--- src/rtl/fetch_pkg.sv ---
// Shared types and constants for the RV32I instruction fetch stage.
package fetch_pkg;

    localparam int XLEN = 32;
    localparam logic [31:0] NOP_INST = 32'h0000_0013;

    typedef struct packed {
        logic [XLEN-1:0] pc;
        logic [31:0]     inst;
    } fetch_entry_t;

    function automatic logic [XLEN-1:0] word_align(input logic [XLEN-1:0] addr);
        return {addr[XLEN-1:2], 2'b00};
    endfunction

endpackage

--- src/rtl/fetch_if.sv ---
// Fetch-stage bus: instruction memory port, redirect input and decode handshake.
interface fetch_if;
    import fetch_pkg::*;

    logic            imem_req;
    logic [XLEN-1:0] imem_addr;
    logic [31:0]     imem_rdata;
    logic            redirect_valid;
    logic [XLEN-1:0] redirect_pc;
    // Decode handshake: an instruction transfers in any cycle where inst_valid
    // and inst_ready are both high; inst_valid never depends on inst_ready.
    logic            inst_valid;
    logic            inst_ready;
    logic [31:0]     inst_out;
    logic [XLEN-1:0] pc_out;

    modport master (
        output imem_req, imem_addr, inst_valid, inst_out, pc_out,
        input  imem_rdata, redirect_valid, redirect_pc, inst_ready
    );

    modport slave (
        input  imem_req, imem_addr, inst_valid, inst_out, pc_out,
        output imem_rdata, redirect_valid, redirect_pc, inst_ready
    );

endinterface

--- src/rtl/fetch_buffer.sv ---
// Two-entry FIFO of {pc, inst} pairs between instruction memory and decode.
module fetch_buffer
    import fetch_pkg::*;
(
    input  logic         clk,
    input  logic         rst,
    input  logic         push,
    input  fetch_entry_t push_entry,
    input  logic         pop,
    input  logic         flush,
    output fetch_entry_t head,
    output logic [1:0]   count
);

    fetch_entry_t mem_q [2];
    logic         rd_ptr_q;
    logic         wr_ptr_q;
    logic [1:0]   count_q;

    always_ff @(posedge clk) begin
        if (rst || flush) begin
            rd_ptr_q <= 1'b0;
            wr_ptr_q <= 1'b0;
            count_q  <= 2'd0;
        end else begin
            if (push) begin
                wr_ptr_q <= ~wr_ptr_q;
            end
            if (pop) begin
                rd_ptr_q <= ~rd_ptr_q;
            end
            count_q <= count_q + {1'b0, push} - {1'b0, pop};
        end
    end

    // Storage carries no reset; count_q alone decides what is valid.
    always_ff @(posedge clk) begin
        if (push && !flush && !rst) begin
            mem_q[wr_ptr_q] <= push_entry;
        end
    end

    assign head  = mem_q[rd_ptr_q];
    assign count = count_q;

endmodule

--- src/rtl/fetch_stage.sv ---
// RV32I fetch stage: owns the PC, issues 1-cycle-latency word reads and buffers results for decode.
module fetch_stage
    import fetch_pkg::*;
#(
    parameter logic [XLEN-1:0] RESET_PC = 32'h0000_0000
) (
    input logic      clk,
    input logic      rst,
    fetch_if.master  bus
);

    logic [XLEN-1:0] pc_q;
    logic [XLEN-1:0] inflight_pc_q;
    logic            inflight_q;
    logic            kill_q;

    logic [1:0]      count;
    fetch_entry_t    head;
    fetch_entry_t    push_entry;
    logic            inst_valid;
    logic            deq;
    logic            issue;
    logic            push;
    logic [2:0]      occupancy;

    always_comb begin
        inst_valid      = !rst && (count != 2'd0);
        deq             = inst_valid && bus.inst_ready;
        // Slots already spoken for once this cycle's dequeue is accounted for.
        occupancy       = {1'b0, count} + {2'b00, inflight_q} - {2'b00, deq};
        issue           = !rst && !bus.redirect_valid && (occupancy < 3'd2);
        push            = !rst && inflight_q && !kill_q && !bus.redirect_valid;
        push_entry.pc   = inflight_pc_q;
        push_entry.inst = bus.imem_rdata;
    end

    always_ff @(posedge clk) begin
        if (rst) begin
            pc_q          <= RESET_PC;
            inflight_q    <= 1'b0;
            inflight_pc_q <= '0;
            kill_q        <= 1'b0;
        end else begin
            kill_q <= bus.redirect_valid ? inflight_q : 1'b0;
            if (bus.redirect_valid) begin
                pc_q       <= word_align(bus.redirect_pc);
                inflight_q <= 1'b0;
            end else if (issue) begin
                pc_q          <= pc_q + 32'd4;
                inflight_q    <= 1'b1;
                inflight_pc_q <= pc_q;
            end else begin
                inflight_q <= 1'b0;
            end
        end
    end

    fetch_buffer u_buffer (
        .clk        (clk),
        .rst        (rst),
        .push       (push),
        .push_entry (push_entry),
        .pop        (deq),
        .flush      (bus.redirect_valid),
        .head       (head),
        .count      (count)
    );

    assign bus.imem_req   = issue;
    assign bus.imem_addr  = rst ? RESET_PC : pc_q;
    assign bus.inst_valid = inst_valid;
    assign bus.inst_out   = inst_valid ? head.inst : NOP_INST;
    assign bus.pc_out     = inst_valid ? head.pc : '0;

endmodule
--- src/flat_wrapper.sv ---
// flat-port wrapper written by rule: the top's interface ports become plain ports
module fetch_stage_flat import fetch_pkg::*;
#(
    parameter logic [XLEN-1:0] RESET_PC = 32'h0000_0000
)
  (clk, rst, bus_imem_req, bus_imem_addr, bus_inst_valid, bus_inst_out, bus_pc_out, bus_imem_rdata, bus_redirect_valid, bus_redirect_pc, bus_inst_ready);
  fetch_if bus_i ();
  input logic clk;
  input logic rst;
  output wire logic [$bits(bus_i.imem_req)-1:0] bus_imem_req;
  output wire logic [$bits(bus_i.imem_addr)-1:0] bus_imem_addr;
  output wire logic [$bits(bus_i.inst_valid)-1:0] bus_inst_valid;
  output wire logic [$bits(bus_i.inst_out)-1:0] bus_inst_out;
  output wire logic [$bits(bus_i.pc_out)-1:0] bus_pc_out;
  input wire logic [$bits(bus_i.imem_rdata)-1:0] bus_imem_rdata;
  input wire logic [$bits(bus_i.redirect_valid)-1:0] bus_redirect_valid;
  input wire logic [$bits(bus_i.redirect_pc)-1:0] bus_redirect_pc;
  input wire logic [$bits(bus_i.inst_ready)-1:0] bus_inst_ready;
  assign bus_imem_req = bus_i.imem_req;
  assign bus_imem_addr = bus_i.imem_addr;
  assign bus_inst_valid = bus_i.inst_valid;
  assign bus_inst_out = bus_i.inst_out;
  assign bus_pc_out = bus_i.pc_out;
  assign bus_i.imem_rdata = bus_imem_rdata;
  assign bus_i.redirect_valid = bus_redirect_valid;
  assign bus_i.redirect_pc = bus_redirect_pc;
  assign bus_i.inst_ready = bus_inst_ready;
  fetch_stage #(.RESET_PC(RESET_PC)) u_core (.clk(clk), .rst(rst), .bus(bus_i));
endmodule
--- config.mk ---
export PLATFORM = sky130hd
export DESIGN_NAME = fetch_stage_flat
export DESIGN_NICKNAME = d
export VERILOG_FILES = /design/src/rtl/fetch_pkg.sv /design/src/rtl/fetch_if.sv /design/src/rtl/fetch_buffer.sv /design/src/rtl/fetch_stage.sv /design/src/flat_wrapper.sv
export SDC_FILE = /design/constraint.sdc
export NUM_CORES = 1
export LEC_CHECK = 0
export ABC_AREA = 1
export BUFFER_PORTS_ARGS = -buffer_cell sky130_fd_sc_hd__buf_2
export CELL_PAD_IN_SITES_DETAIL_PLACEMENT = 2
export CELL_PAD_IN_SITES_GLOBAL_PLACEMENT = 2
export CORE_ASPECT_RATIO = 1.2
export CORE_UTILIZATION = 35
export CTS_BUF_LIST = sky130_fd_sc_hd__clkbuf_2
export CTS_CLUSTER_SIZE = 14
export DETAILED_ROUTE_END_ITERATION = 10
export GPL_TIMING_DRIVEN = 1
export PLACE_DENSITY_LB_ADDON = 0.15
export SLEW_MARGIN = 25
export SYNTH_ARGS = -nofsm -noshare
export SYNTH_HDL_FRONTEND = slang
export SYNTH_SLANG_ARGS = --single-unit
--- constraint.sdc ---
create_clock -name clk -period 4.9 [get_ports clk]
set_input_delay 0.49 -clock clk [delete_from_list [all_inputs] [get_ports clk]]
set_output_delay 0.49 -clock clk [all_outputs]
set_load 0.005 [all_outputs]
==> results by group <==
Die
  – Initial Utilization: around 36%
  – # rows: between 60 and 70
  – Die area: around 0.026 sq mm
  – Die height: about 180 um
  – # IOs: 166
  – Die Width: 147 um
  – Core Footprint: approximately 0.025 sq mm

Finish
  – Area delta synth->final: 20.2%
  – Total Nets Final: approximately 1.2k
  – Fraction of layout instances using a drive strength above 1: between 20% and 30%
  – FILL cells: between 2k and 3k
  – Multi-input logic area: between 0.002 and 0.003 sq mm
  – Register area: ~0.005 sq mm
  – Non-filler cells, final: approximately 1.5k
  – Utilization after layout: a little over two fifths

Power
  – Power per cell area: 266 mW/mm^2
  – Internal: roughly 2000 uW
  – Tot Pwr: 2810 uW
  – Static Leak: 0.00477 uW
  – Switching share of power: approximately 28%
  – Comb power frac: 8.7%
  – Flop pwr share: a little under two thirds
  – Sw power: between 700 and 800 uW
  – Clock share of power: approximately 27%
  – Worst vdd ir: 0.119 mV

Route
  – DRT antenna net count: 0
  – Via density: between 4 and 5
  – WL met2: 12,600 um
  – Remaining routing DRC violations: 0
  – Iteration-0 DRC Markers: 219
  – Routed WL: about 24,000 um
  – DRT Pass-1 Iters: 5
  – Per-cell routed wire length: around 17 um
  – Met3 wire len: roughly 710 um
  – M1 WL: between 10,000 and 15,000 um
  – Top routing layer used: met4
  – Via Count: between 6k and 7k

Worst setup path
  – Cell mode on critical path: nand2_1
  – Crit Path Category: register to output pin
  – Critical Path RT: 4.41 ns
  – Flop2flop setup slack: roughly 1.6 ns
  – Startpoint Class: register
  – Arr. time, crit path: roughly 3.8 ns
  – Delay-heaviest family, CP: buffers and inverters
  – Crit-path max FO: 64
  – WP buf/inv: 5
  – CP Cell Sequence: o21ai_0 -> inv_2 -> nand2_1 -> inv_1 -> ha_1 -> inv_1 -> nand2_1 -> fa_1 -> nand2_1 -> nand2_1 -> nand2_8 -> clkinv_4 -> buf_2
  – CP endpoint kind: output pin
  – Crit path largest cell delay: between 0.4 and 0.5 ns
  – Slowest cell on the critical path: clkinv_4

Synthesis
  – YS warnings: 0
  – Synth top area share: 42.4%
  – Post-synth top area cell: edfxtp_1
  – #FFs+latches synth: 191
  – Asr flop ratio synth: 0%
  – Avg Cell Area, Syn: 9.57 sq um
  – Ranking of synthesized cells by area: edfxtp_1, dfxtp_1, nand2_1
  – Synthesized cell area: about 0.0088 sq mm
  – Distinct cells, synth: 38
  – Top FF cell, synth: edfxtp_1
  – Post-synth EDFFs: about 120
  – Most common cell in the netlist: nand2_1
  – Cells after Synth: between 900 and 1k
  – Synth cell count leaders: nand2_1, inv_1, edfxtp_1, nor2_1, dfxtp_1
  – Seq/Total Area, Yosys: slightly below 60%

Clock network
  – Root Buffer: clkbuf_2
  – Clock sink count: 191
  – Resized cells post-CTS: 0
  – TritonCTS clock tree: done
  – CTS Buf Count: 17
  – Clock latency on the worst-skew pair: roughly 0.75 ns
  – Clk pin slew, worst setup/hold paths: between 0.3 and 0.4 ns
  – Htree depth: 4
  – Max Root-Sink Buffers: 2

GRT
  – Initial antenna violation count: 1
  – Grt ovf: 0
  – First-pass GRT wire length: around 39,000 um
  – Vias in the first global route: about 7.5k
  – Gr usage total: 19.7%
  – Largest net degree at the start of global routing: between 60 and 70

Run
  – Max-Cap Viols: 0

Placed design
  – IO buf count: 159
  – Inst Count DP: around 1.4k
  – DP Wirelength: 16,200 um
  – RePlAce Congestion: between 0.7 and 0.8

STA
  – Worst slew pin tran: 0.922 ns
  – Pins Over Slew Limit: 0
  – RSZ-0062 raised after global routing: no
  – Final Setup Violations: 0
  – Final Cycle Share: between 80% and 90%
  – Final Critical Period: approximately 4.3 ns
  – Setup TNS: 0 ns
  – Hold Vio Cnt, Final: 0
  – Clock skew: around 0.044 ns
  – Worst hold slack: roughly 0.096 ns
  – Relative slew slack: approximately two fifths
  – Fmax: around 230 MHz

Run status
  – Outcome: completed

Worst hold path
  – Hold crit path type: primary input to register
## worst min-delay path, delay by kind of cell
kind	cells	cell delay (ns)
and+or+nand+nor	5	0.25
buffers and inverters	2	0.11
## registers in the layout, summed over array words and instances, names as in the netlist, named ones only
register                  cells
u_core.pc_q                  30
u_core.inflight_pc_q         30
u_core.kill_q                 1
u_core.u_buffer.rd_ptr_q      1
u_core.inflight_q             1
u_core.u_buffer.wr_ptr_q      1
u_core.u_buffer.mem_q       124
u_core.u_buffer.count         2
## through the flow
step / setup slack [ns] / instance area, sq um
floorplan: 0.830 / 8800
global placement: 1.32 / 9830
detailed placement: 1.28 / 9830
CTS: 0.428 / 10600
global route: 0.160 / 10600
finish: 0.608 / 10600
## placed cells by master, fill, tap and decap left out, drive strengths merged, types with 26 or more instances in the layout
| master | instances |
|---|---|
| a21oi | 26 |
| buf | 166 |
| dfxtp | 67 |
| dlygate4sd3 | 50 |
| edfxtp | 124 |
| inv | 143 |
| mux2 | 59 |
| nand2 | 219 |
| nand3 | 46 |
| nor2 | 121 |
## per-layer routing
metal,vias up,track usage [%]
met5,-,0
met4,0,5.30
met3,14,3.30
met2,129,35.6
met1,3396,24.0
li1,3344,-
## power groups by stage
stage	logic, uW	registers (uW)	clock network, uW
final	245	1800	768
after CTS	249	1800	809
after global routing	277	1800	864
after global placement	207	1820	0
after detailed placement	215	1830	0
after floorplan	137	1820	0
## worst paths after layout
check / cells after the start / from / to
setup / recovery: 13 / u_core.u_buffer.count[1] / bus_imem_req
hold / removal: 7 / bus_redirect_pc[26] / u_core.pc_q[26]
setup reg to reg: 14 / u_core.u_buffer.count[1] / u_core.pc_q[4]
hold reg to reg: 0 / u_core.inflight_pc_q[28] / u_core.u_buffer.mem_q[0][60]
## layout make-up
| class | instances | area share [%] |
|---|---|---|
| antenna | 1 | 0.0237 |
| multi-input combinational | 552 | 28.3 |
| sequential | 191 | 48.0 |
| inverter | 136 | 4.93 |
| clock inverter | 14 | 1.35 |
| timing repair buffer | 216 | 12.8 |
| tap | 325 | 3.85 |
| clock buffer | 17 | 0.806 |
## cell families (layout without fill, tap and decap cells)
family	Yosys count	count (layout)	synth area share, %
AOI/OAI and AO/OA	66	66	4.17
xor gates and xnor gates	4	4	0.399
adders and majority gates	5	5	0.798
buffers and inverters	178	383	8.64
DFF	191	191	57.6
muxes	59	59	7.56
other	1	5	0.0427
and+or+nand+nor	414	414	20.7
## timing repair
item,4_1_cts,5_1_grt
hold buffers,50,0
hold endpoints to repair,82,0
setup buffers,0,0
Power figures use the tool's default switching activity.
